File: config.mk
export PLATFORM = sky130hd
export DESIGN_NAME = fx2_tx_arbiter
export DESIGN_NICKNAME = d
export VERILOG_FILES = /design/src/rtl/fx2_tx_arbiter.sv
export SDC_FILE = /design/constraint.sdc
export NUM_CORES = 1
export LEC_CHECK = 0
export ABC_CLOCK_PERIOD_IN_PS = 8400
export BUFFER_PORTS_ARGS = -buffer_cell sky130_fd_sc_hd__buf_4
export CAP_MARGIN = 5
export CORE_MARGIN = 5
export CORE_UTILIZATION = 40
export DETAILED_ROUTE_END_ITERATION = 10
export PLACE_DENSITY = 0.72
export SLEW_MARGIN = 20
export SYNTH_ARGS = -nofsm -noshare
export SYNTH_HDL_FRONTEND = slang
export SYNTH_SLANG_ARGS = --single-unit
File: constraint.sdc
create_clock -name FX2_CLK -period 8.4 [get_ports FX2_CLK]
set_clock_uncertainty 0.05 [all_clocks]
set_input_delay 0 -clock FX2_CLK [delete_from_list [all_inputs] [get_ports FX2_CLK]]
set_output_delay 0 -clock FX2_CLK [all_outputs]
set_load 0.05 [all_outputs]
File: src/rtl/fx2_tx_arbiter.sv
// fx2_tx_arbiter: shares the FX2 FPGA-to-PC byte path between the time-tag record
// stream and the command-reply stream, never splitting a record or message.
module fx2_tx_arbiter #(
    parameter int REC_BYTES      = 6,
    parameter int REPLY_MAX_MSGS = 4
) (
    input  logic        FX2_CLK,
    input  logic        RESET,
    input  logic [7:0]  DATA_BYTE,
    input  logic        DATA_VALID,
    output logic        DATA_READY,
    input  logic [7:0]  REPLY_BYTE,
    input  logic        REPLY_VALID,
    input  logic        REPLY_LAST,
    output logic        REPLY_READY,
    output logic [7:0]  FPGA_WORD,
    output logic        FPGA_WORD_AVAILABLE,
    input  logic        FPGA_WORD_ACCEPTED,
    input  logic        REQUEST_LENGTH,
    output logic [15:0] LENGTH,
    output logic [1:0]  GRANT
);
    // state | meaning
    // IDLE  | no grant; the next owner is chosen on the clock edge
    // DATA  | record stream owns the path until REC_BYTES bytes have transferred
    // REPLY | reply stream owns the path until the REPLY_LAST byte transfers
    typedef enum logic [1:0] {
        IDLE  = 2'b00,
        DATA  = 2'b01,
        REPLY = 2'b10
    } state_t;

    localparam logic [7:0] REC_LAST   = 8'(REC_BYTES - 1);
    localparam logic [3:0] STREAK_MAX = 4'(REPLY_MAX_MSGS);

    state_t      state, state_nxt;
    logic [7:0]  rec_idx, rec_idx_nxt;
    logic [3:0]  streak, streak_nxt;
    logic [15:0] run_cnt, run_cnt_nxt, length_nxt, cnt_sat;
    logic [16:0] cnt_inc;
    logic        xfer;

    always_comb begin
        FPGA_WORD           = 8'h00;
        FPGA_WORD_AVAILABLE = 1'b0;
        DATA_READY          = 1'b0;
        REPLY_READY         = 1'b0;
        case (state)
            DATA: begin
                FPGA_WORD           = DATA_BYTE;
                FPGA_WORD_AVAILABLE = DATA_VALID;
                DATA_READY          = FPGA_WORD_ACCEPTED & DATA_VALID;
            end
            REPLY: begin
                FPGA_WORD           = REPLY_BYTE;
                FPGA_WORD_AVAILABLE = REPLY_VALID;
                REPLY_READY         = FPGA_WORD_ACCEPTED & REPLY_VALID;
            end
            default: ;
        endcase
    end

    assign xfer  = FPGA_WORD_AVAILABLE & FPGA_WORD_ACCEPTED;
    assign GRANT = state;

    always_comb begin
        state_nxt   = state;
        rec_idx_nxt = rec_idx;
        streak_nxt  = streak;
        case (state)
            IDLE: begin
                // Streak only limits replies while record data is actually waiting.
                if (!DATA_VALID)
                    streak_nxt = 4'd0;
                if (REPLY_VALID && ((streak < STREAK_MAX) || !DATA_VALID)) begin
                    state_nxt = REPLY;
                end else if (DATA_VALID) begin
                    state_nxt  = DATA;
                    streak_nxt = 4'd0;
                end
            end
            DATA: begin
                if (xfer) begin
                    if (rec_idx == REC_LAST) begin
                        rec_idx_nxt = 8'd0;
                        state_nxt   = IDLE;
                    end else begin
                        rec_idx_nxt = rec_idx + 8'd1;
                    end
                end
            end
            REPLY: begin
                if (xfer && REPLY_LAST) begin
                    state_nxt = IDLE;
                    if (streak != 4'hF)
                        streak_nxt = streak + 4'd1;
                end
            end
            default: state_nxt = IDLE;
        endcase
    end

    assign cnt_inc = {1'b0, run_cnt} + {16'd0, xfer};
    assign cnt_sat = cnt_inc[16] ? 16'hFFFF : cnt_inc[15:0];

    // The snapshot includes a transfer landing in the same cycle as the request.
    always_comb begin
        run_cnt_nxt = cnt_sat;
        length_nxt  = LENGTH;
        if (REQUEST_LENGTH) begin
            length_nxt  = cnt_sat;
            run_cnt_nxt = 16'd0;
        end
    end

    always_ff @(posedge FX2_CLK) begin
        if (RESET) begin
            state   <= IDLE;
            rec_idx <= 8'd0;
            streak  <= 4'd0;
            run_cnt <= 16'd0;
            LENGTH  <= 16'd0;
        end else begin
            state   <= state_nxt;
            rec_idx <= rec_idx_nxt;
            streak  <= streak_nxt;
            run_cnt <= run_cnt_nxt;
            LENGTH  <= length_nxt;
        end
    end

endmodule

Word level (Yosys, flattened, before mapping):

Index checks and enable logic that the tools add are counted.

* bitwise logic cells: 3
* magnitude comparators: 1
* reductions and logical operators: 10
* equal/unequal tests: 9
* multiplexer cells: 18
* add/subtract/negate cells: 3

Operator list (number)
* 4-bit 2-to-1 mux: 5
* 16-bit by 1-bit adder with 17-bit output: 1
* 16-bit 2-to-1 mux: 1
* 8-bit case mux with 2 select lines: 1
* 2-bit 2-to-1 mux: 5
* 8-bit by 1-bit adder with 8-bit output (second input constant): 1
* 8-bit by 3-bit == test with 1-bit output (second input constant): 1
* 8-bit 2-to-1 mux: 1
* 2-bit != test (second input constant): 4
* 4-bit case mux with 2 select lines: 1
* 2-bit case mux with 3 select lines: 1
* 4-bit by 1-bit adder with 4-bit output (second input constant): 1
* 4-bit by 3-bit < comparator with 1-bit output (second input constant): 1
* 4-bit != test (second input constant): 1
* 4-bit AND reduction: 1
* 1-bit AND: 3
* 3-bit != test (second input constant): 1
* 3-bit AND reduction: 1
* 2-bit by 1-bit == test with 1-bit output (second input constant): 1
* 2-bit == test (second input constant): 1
* 1-bit logical AND: 2
* 2-bit logical NOT: 1
* 1-bit 2-to-1 mux: 2
* 1-bit case mux with 2 select lines: 1
* other kinds (5): 5

* output and inout bits: 29
* logic and storage cells: 49
* input bits: 23
* bits in registers: 46

Depth between registers and ports, before layout:

Gate-level depths: netlist of run 1.

* word-level depth: 6
* mapped depth: 12
* mapped depth without buffers: 9

Least setup slack after synthesis of run 1:

Ideal clock, no wire load.

* kind: flip-flop to flip-flop
* from: register state[1], in the netlist GRANT[1]
* to: register LENGTH[14]
* clock period less this slack: 3187 ps
* stages on the path, launching flop included: 13
* slack: 5213 ps
* path buffers: 3
* setup time: 88 ps
* data arrival time: 3049 ps
* data required time: 8262 ps
* path through: dfxtp_1 -> inv_1 -> ha_1 -> clkbuf_1 -> and2_1 -> and2_1 -> ha_1 -> nand3_2 -> or2_1 -> buf_6 -> or4_4 -> buf_6 -> a311oi_2

* longest elaborated chain between the ends: 5
* elaborated cells between the ends (all ways): 6
* classes of those cells: add/sub (1); eq/ne (2); mux (2); bitwise (1)

Ends and longest elaborated chain
* from (decl): RTL line 36 `state_t state, state_nxt;`
* from (signal assigned): RTL line 124 `state <= state_nxt;`
* 2-bit == test / 2-bit by 1-bit == test with 1-bit output (equally long branches): RTL line 48 `case (state)`
* 1-bit case mux with 2 select lines *: RTL line 48
* 1-bit AND *: RTL line 63 `assign xfer = FPGA_WORD_AVAILABLE & FPGA_WORD_ACCEPTED;`
* 16-bit by 1-bit adder with 17-bit output *: RTL line 103 `assign cnt_inc = {1'b0, run_cnt} + {16'd0, xfer};`
* 16-bit 2-to-1 mux *: RTL line 104 `assign cnt_sat = cnt_inc[16] ? 16'hFFFF : cnt_inc[15:0];`
* to (signal assigned): RTL line 128 `LENGTH <= length_nxt;`
* to (decl): RTL line 20 `output logic [15:0] LENGTH,`

Every way passes the cells marked *; elsewhere a longest branch is shown, timed or not.
A chain may end at the register's enable or synchronous reset.

Worst setup path in the final report of run 1:

* from: register state[0], in the netlist GRANT[0]
* to: register LENGTH[14]

The elaborated chain is that of the path after synthesis.

==> results of run 1 <==
==> path summary, 6_finish.rpt <==
| check | slack, ns | endpoint | from |
|---|---|---|---|
| worst max register to register | 5.31 | LENGTH[14] | GRANT[0] |
| worst min register to register | 0.44 | LENGTH[1] | LENGTH[1] |
| worst min-delay path | 0.009 | rec_idx[1] | RESET |
| worst max-delay path | 5.31 | LENGTH[14] | GRANT[0] |
==> registers in the layout, summed over array words and instances (netlist names) <==
signal	count
GRANT	2
LENGTH	16
rec_idx	8
run_cnt	16
streak	4
==> where the power goes <==
group          switching, mW  leakage, nW  internal [mW]  total (mW)
Clock                 0.0722       0.0575         0.0831       0.155
Combinational         0.0861        0.652         0.0490       0.135
Sequential           0.00397        0.373          0.224       0.228
==> final cells by class <==
cell class              count  area (um^2)
flip-flops and latches     46          921
fillers                   580         3030
repair buffers             51          383
well taps                  75         93.8
inverters                  11         41.3
multi-input cells         210         1380
clock buffers               8          110
==> critical path, cell delays in order, from the launching register on <==
cell	delay (ns)
dfxtp_1	0.34
inv_1	0.09
ha_1	0.52
a22o_1	0.28
and2_1	0.18
ha_1	0.31
nand3_2	0.16
or2_1	0.31
or4_4	0.49
a311oi_2	0.27
==> metrics by stage <==
step	instances	power [mW]	hold slack [ns]	worst slack, ns
floorplan	286	0.332	0.196	5.21
global placement	393	0.367	0.316	5.49
detailed placement	393	0.369	0.317	5.35
CTS	401	0.524	0.00262	5.33
global route	401	0.544	0.0212	5.10
finish	401	0.518	0.00861	5.31
==> kinds of logic after synthesis <==
logic type               Yosys count
multiplexers                       4
AO/OA/AOI/OAI                     61
AND/OR/NAND/NOR                  126
flip-flops                        46
buffers and inverters             30
adder cells (fa/ha/maj)            8
XOR/XNOR                          11
==> cell usage after synthesis (9+ instances only) <==
cell type / instances
a22oi_1: 9
nor3_1: 10
nand3_1: 10
xnor2_1: 9
dfxtp_1: 46
inv_1: 11
nor2_1: 41
nand2_1: 13
a211oi_1: 10
nor2b_1: 9
a21oi_1: 13
==> per-layer routing <==
metal  track usage  up-vias  share of wire
met5             0        -              0
met4        0.0508        0          0.017
met3        0.0326        7          0.072
met2         0.245       56           0.47
met1         0.172     1038           0.44
li1              -     1123              -
==> summary.txt, run 1 <==
Status
  – Status: finished, final reports clean

Clock tree
  – Post-CTS sizing: 0
  – Hold_buf cts: 0
  – CTS tree: yes
  – Setup Buffers After CTS: 0
  – H-tree depth: 2
  – Clk_lat worst skew: 0.30 ns
  – CTS Buffer Depth: 2
  – Reg clk slew, reported paths: 0.08 ns
  – CTS Sinks: 46
  – CTS Buf Count: 5
  – Clock root cell: clkbuf_8

Synthesis
  – Simple-Gate Fraction of Synth Area: 0.275
  – Adder-cell area share of the yosys netlist: 0.0407
  – Post-synthesis compound-gate area fraction: 0.188
  – Syn nets: 317
  – Sequential area share after synthesis: 0.375
  – Mapped Cells: 286
  – Mapped cell area: 2460 um^2
  – Avg Inst Size Synth: 8.59 um^2
  – Synth Warn #: 0
  – Synth unique cells: 53
  – Post-Synth XOR/XNOR Area: 0.0392
  – Seq cells post-synth: 46
  – Async SR Flop Fraction: 0
  – EDFF count, synth: 0
  – Post-synthesis mux area share: 0.0163
  – Main combinational cell family by area after synthesis: simple AND/OR/NAND/NOR gates
  – Synth top area cells: dfxtp_1, nor2_1, ha_1, xnor2_1, a211oi_1
  – Yosys top cell area share: 0.375
  – Yosys top cell by area: dfxtp_1
  – Top FF cell, synth: dfxtp_1

Cells and area
  – Utilization after layout: 0.491
  – Fin area: 2920 um^2
  – Commonest non-fill, non-tap cell in the layout: buf_4
  – Commonest cells after routing, fill and taps aside: buf_4, dfxtp_1, nor2_1
  – # nets final: 356
  – Layout cells sized above 1: 0.221
  – Area grow syn2layout: 19.0%
  – N_diodes: 0

STA
  – Worst slew pin tran: 0.563 ns
  – Final Hold Violating Endpoints: 0
  – Fin crit period: 3.09 ns
  – Max-Slew Margin vs Limit: 0.624
  – Final Setup Violations: 0
  – Slew Limit Fails: 0
  – Fmax: 323 MHz
  – Fin Setup TNS: 0 ns
  – Fin crit share: 0.368
  – Unrepaired setup endpoints after global routing: false

Place
  – RePlAce Congestion: 0.914
  – Placed Area: 2810 um^2
  – PortBufs: 51
  – DP HPWL: 4080 um

Global routing
  – Total gr overflow: 0
  – Initial antenna violation count: 0
  – Largest net degree at the start of global routing: 36
  – First-pass GRT wire length: 8950 um
  – Vias in the first global route: 1,984
  – Gr usage total: 0.142

Detailed routing
  – Post-Route WL: 5510 um
  – DRC viols: 0
  – DR vias/cell: 5.55
  – First DRT Iteration DRCs: 77
  – Routed length per instance: 13.7 um
  – Drt pass-1 iters: 4
  – Antenna Nets Post-Route: 0
  – Vias: 2,224

Floorplanning
  – FP Rows: 28
  – Initial Utilization: 0.413
  – Core Region: 5960 um^2
  – DIE WIDTH: 88.4 um
  – Ports: 52
  – Die area: 7810 um^2
  – Die height: 88.4 um

Setup path
  – Req. time, crit path: 8.56 ns
  – Startpoint Class: flop
  – Crit path kind: flop to flop
  – Arr. time, crit path: 3.25 ns
  – R2r worst-path depth: 9
  – CP Capture Type: flop
  – Critical path fanouts, max: 17

Min path
  – Hold path depth: 2
  – Hold Crit Class: input pin to flop

Power and ir drop
  – VDD IR max: 0.0779 mV
  – Static Leak: 1.08 nW
  – Pwr dens: 177 nW/um^2

Flow run
  – Max-cap viol count: 0
(Power assumes the default switching activity.)
==> run 2, diff against run 1 <==
--- a/config.mk
+++ b/config.mk
@@ -5,7 +5,8 @@
 export SDC_FILE = /design/constraint.sdc
 export NUM_CORES = 1
 export LEC_CHECK = 0
-export ABC_CLOCK_PERIOD_IN_PS = 8400
+export ABC_AREA = 1
+export ABC_CLOCK_PERIOD_IN_PS = 2900
 export BUFFER_PORTS_ARGS = -buffer_cell sky130_fd_sc_hd__buf_4
 export CAP_MARGIN = 5
 export CORE_MARGIN = 5
==> constraint.sdc (replaced) <==
create_clock -name FX2_CLK -period 2.9 [get_ports FX2_CLK]
set_clock_uncertainty 0.05 [all_clocks]
set_input_delay 0 -clock FX2_CLK [delete_from_list [all_inputs] [get_ports FX2_CLK]]
set_output_delay 0 -clock FX2_CLK [all_outputs]
set_load 0.05 [all_outputs]
==> run 2 against run 1 <==
Effect of this change:
- combinational power rose to 4.8 times the previous value
- maximum frequency rose by 27%
- total power rose to 3.5 times the previous value
- sequential power rose to 3.0 times the previous value
- register-to-register slack got worse by 4.8 ns
- hold slack improved by 0.055 ns
- worst setup slack got worse by 4.8 ns
- sequential share of layout area fell by 0.72 points
- clock-buffer cell count fell by 2
- final area rose by 2.4%
- global-route usage rose by 1.7 points
==> summary.txt, run 2 <==
Status
  – Status: finished, final reports clean

Synthesis
  – Most common library cells after synthesis: nand2_1, dfxtp_1, nor2_1
  – EDFF count, synth: 0 (unchanged)
  – Syn nets: 385 (+21%)
  – Yosys top cell area share: 0.382 (+0.00759)
  – Mapped cell area: 2410 um^2 (-2.0%)
  – Avg Inst Size Synth: 6.80 um^2 (-21%)
  – Seq cells post-synth: 46 (unchanged)
  – Synth top area cells: dfxtp_1, nand2_1, nor2_1, inv_1, a21oi_1
  – Mapped Cells: 354 (+24%)
  – Synth unique cells: 30 (-43%)
  – Async SR Flop Fraction: 0 (unchanged)
  – Top FF cell, synth: dfxtp_1
  – Synth Warn #: 0 (unchanged)
  – Yosys top cell by area: dfxtp_1
  – Most instantiated library cell after synthesis: nand2_1
  – Sequential area share after synthesis: 0.382 (+0.00759)

Detailed routing
  – Drt pass-1 iters: 5 (+1)
  – Post-Route WL: 5550 um (+0.76%)
  – Antenna Nets Post-Route: 0 (unchanged)
  – First DRT Iteration DRCs: 85 (+10%)
  – DRC viols: 0 (unchanged)
  – Routed length per instance: 11.5 um (-17%)
  – Vias: 2,339 (+5.2%)
  – DR vias/cell: 4.83 (-13%)

STA
  – PnR worst setup slack: 0.466 ns (-4.84 ns)
  – Max-Slew Margin vs Limit: 0.662 (+0.0376)
  – Fin Setup TNS: 0 ns (unchanged)
  – Fin crit period: 2.43 ns (-0.658 ns)
  – Slew Limit Fails: 0 (unchanged)
  – Fin crit share: 0.839 (+0.471)
  – Fmax: 411 MHz (+27%)
  – Final Setup Violations: 0 (unchanged)
  – Final Hold Violating Endpoints: 0 (unchanged)
  – Worst slew pin tran: 0.507 ns (-0.0564 ns)
  – Unrepaired setup endpoints after global routing: false

Power and ir drop
  – Clock Power Share: 0.263 (-0.037)
  – Switching power: 0.691 mW (+330%)
  – Gate power share: 0.361 (+0.100)
  – Pwr dens: 601 nW/um^2 (+240%)
  – Net Sw Frac: 0.384 (+0.0713)
  – VDD IR max: 0.323 mV (+310%)
  – Sequential power share: 0.376 (-0.064)
  – Total power: 1.80 mW (+250%)
  – Internal: 1.11 mW (+210%)
  – Static Leak: 1.38 nW (+27%)

Floorplanning
  – Core Region: 5890 um^2 (-1.2%)
  – Die area: 7670 um^2 (-1.8%)
  – Initial Utilization: 0.409 (-0.00338)
  – Ports: 52 (unchanged)
  – DIE WIDTH: 87.6 um (-0.89%)
  – FP Rows: 28 (unchanged)
  – Die height: 87.6 um (-0.89%)

Setup path
  – CP Capture Type: flop
  – Critical path fanouts, max: 11 (-6)
  – Req. time, crit path: 3.09 ns (-5.47 ns)
  – Slowest cell on the critical path: dfxtp_1
  – Startpoint Class: flop
  – Worst-path cell chain: inv_1 -> ha_2 -> nand2_1 -> nand2_1 -> nand3_1 -> inv_1 -> ha_1 -> nand2_2 -> nor2_2 -> nand2_2 -> nor2_4 -> nand2_4 -> nor2_8 -> nor2_1 -> o21ai_1
  – Arr. time, crit path: 2.62 ns (-0.63 ns)
  – Max stage delay on crit path: 0.34 ns (-0.18 ns)
  – Crit path kind: flop to flop

Cells and area
  – Area grow syn2layout: 24.3%
  – Fillers: 598 (+3.1%)
  – Layout cells sized above 1: 0.181 (-0.0399)
  – # nets final: 439 (+23%)
  – Fin area: 2990 um^2 (+2.4%)
  – Commonest cells after routing, fill and taps aside: nand2_1, buf_4, dfxtp_1
  – Commonest non-fill, non-tap cell in the layout: nand2_1
  – Reg area: 921 um^2 (unchanged)
  – N_diodes: 0 (unchanged)
  – Multi-input logic area: 1310 um^2 (-4.9%)
  – Largest regs: LENGTH (16), run_cnt (16), rec_idx (8)

Clock tree
  – Clk_lat worst skew: 0.30 ns (about the same)
  – CTS tree: yes
  – H-tree depth: 2 (unchanged)
  – CTS Sinks: 46 (unchanged)
  – Clock root cell: clkbuf_8
  – CTS Buffer Depth: 2 (unchanged)
  – Reg clk slew, reported paths: 0.09 ns (about the same)
  – CTS Buf Count: 5 (unchanged)

Flow run
  – Max-cap viol count: 0 (unchanged)

Place
  – DP HPWL: 4280 um (+4.8%)
  – PortBufs: 51 (unchanged)
  – Placed Area: 2860 um^2 (+1.6%)
  – RePlAce Congestion: 0.908 (-0.60%)
  – Worst slack, placed: 0.391 ns (-4.96 ns)

Min path
  – Hold Crit Class: input pin to flop

Global routing
  – Gr usage total: 0.159 (+0.0167)
  – Total gr overflow: 0 (unchanged)
  – Initial antenna violation count: 0 (unchanged)
  – Largest net degree at the start of global routing: 19 (-47%)
  – First-pass GRT wire length: 9910 um (+11%)
  – Vias in the first global route: 2,248 (+13%)
==> run 2: changes by cell type in the layout (fill, tap and decap cells not counted), sizes merged, moves of 8 or more <==
cell,before,now
a211oi,10,0
a21oi,14,26
a22oi,9,1
inv,11,37
nand2,13,108
nand3,11,23
nor2b,9,0
o21ai,3,18
==> run 2: metrics by stage <==
| step | utilization | hold WS [ns] | instances |
|---|---|---|---|
| 2_1_floorplan | - | 0.187 | 354 |
| 3_5_place_dp | 0.486 | 0.188 | 474 |
| 4_1_cts | 0.508 | 0.0544 | 484 |
| 6_report | 0.509 | 0.0635 | 484 |
| 3_3_place_gp | 0.486 | 0.184 | 474 |
| 5_1_grt | 0.509 | 0.0643 | 484 |
==> run 2: repair_timing <==
action / in CTS / in global routing
hold endpoints to repair: 8 / 0
hold buffers: 2 / 0
endpoints found under the setup margin: 0 / 3
resized for setup: 0 / 1
setup buffers: 0 / 0
==> run 2: kinds of logic (layout without fill, tap and decap cells) <==
logic type	after synthesis	after routing	synth area share
AOI/OAI and AO/OA	50	50	0.108
xor gates and xnor gates	9	9	0.0327
adders and majority gates	8	8	0.0416
buffers and inverters	46	101	0.0758
DFF	46	46	0.382
and+or+nand+nor	195	195	0.359
==> run 2: worst max-delay path, delay by kind of cell (launching register included) <==
family / cells / cell delay, ns
AO/OA/AOI/OAI: 1 / 0.12
adder cells (fa/ha/maj): 2 / 0.52
buffers and inverters: 2 / 0.22
flip-flops: 1 / 0.34
AND/OR/NAND/NOR: 10 / 1.11
==> run 2: layer usage <==
| metal | global-route usage | wire length [um] |
|---|---|---|
| met1 | 0.205 | 2630 |
| met5 | 0 | 0 |
| met3 | 0.0499 | 266 |
| met4 | 0.0349 | 40 |
| met2 | 0.260 | 2620 |
==> run 2: power groups by stage <==
stage	clock [mW]	combinational [mW]	sequential, mW
after floorplan	0	0.419	0.736
after detailed placement	0	0.643	0.691
after CTS	0.489	0.648	0.676
after global placement	0	0.629	0.689
final	0.474	0.649	0.676
after global routing	0.517	0.713	0.681
==> run 2: final timing paths <==
path                to  slack, ns        start  cells past startpoint
min reg2reg  LENGTH[0]       0.41    LENGTH[0]                      2
max          LENGTH[5]       0.47     GRANT[1]                     15
min           GRANT[1]       0.06  REPLY_VALID                      5
max reg2reg  LENGTH[5]       0.47     GRANT[1]                     15
==> run 2: final cells by class <==
| class | instances | area share |
|---|---|---|
| timing repair buffer | 55 | 0.140 |
| sequential | 46 | 0.308 |
| multi-input combinational | 262 | 0.437 |
| tap | 75 | 0.0314 |
| clock inverter | 2 | 0.0125 |
| inverter | 38 | 0.0477 |
| clock buffer | 6 | 0.0242 |
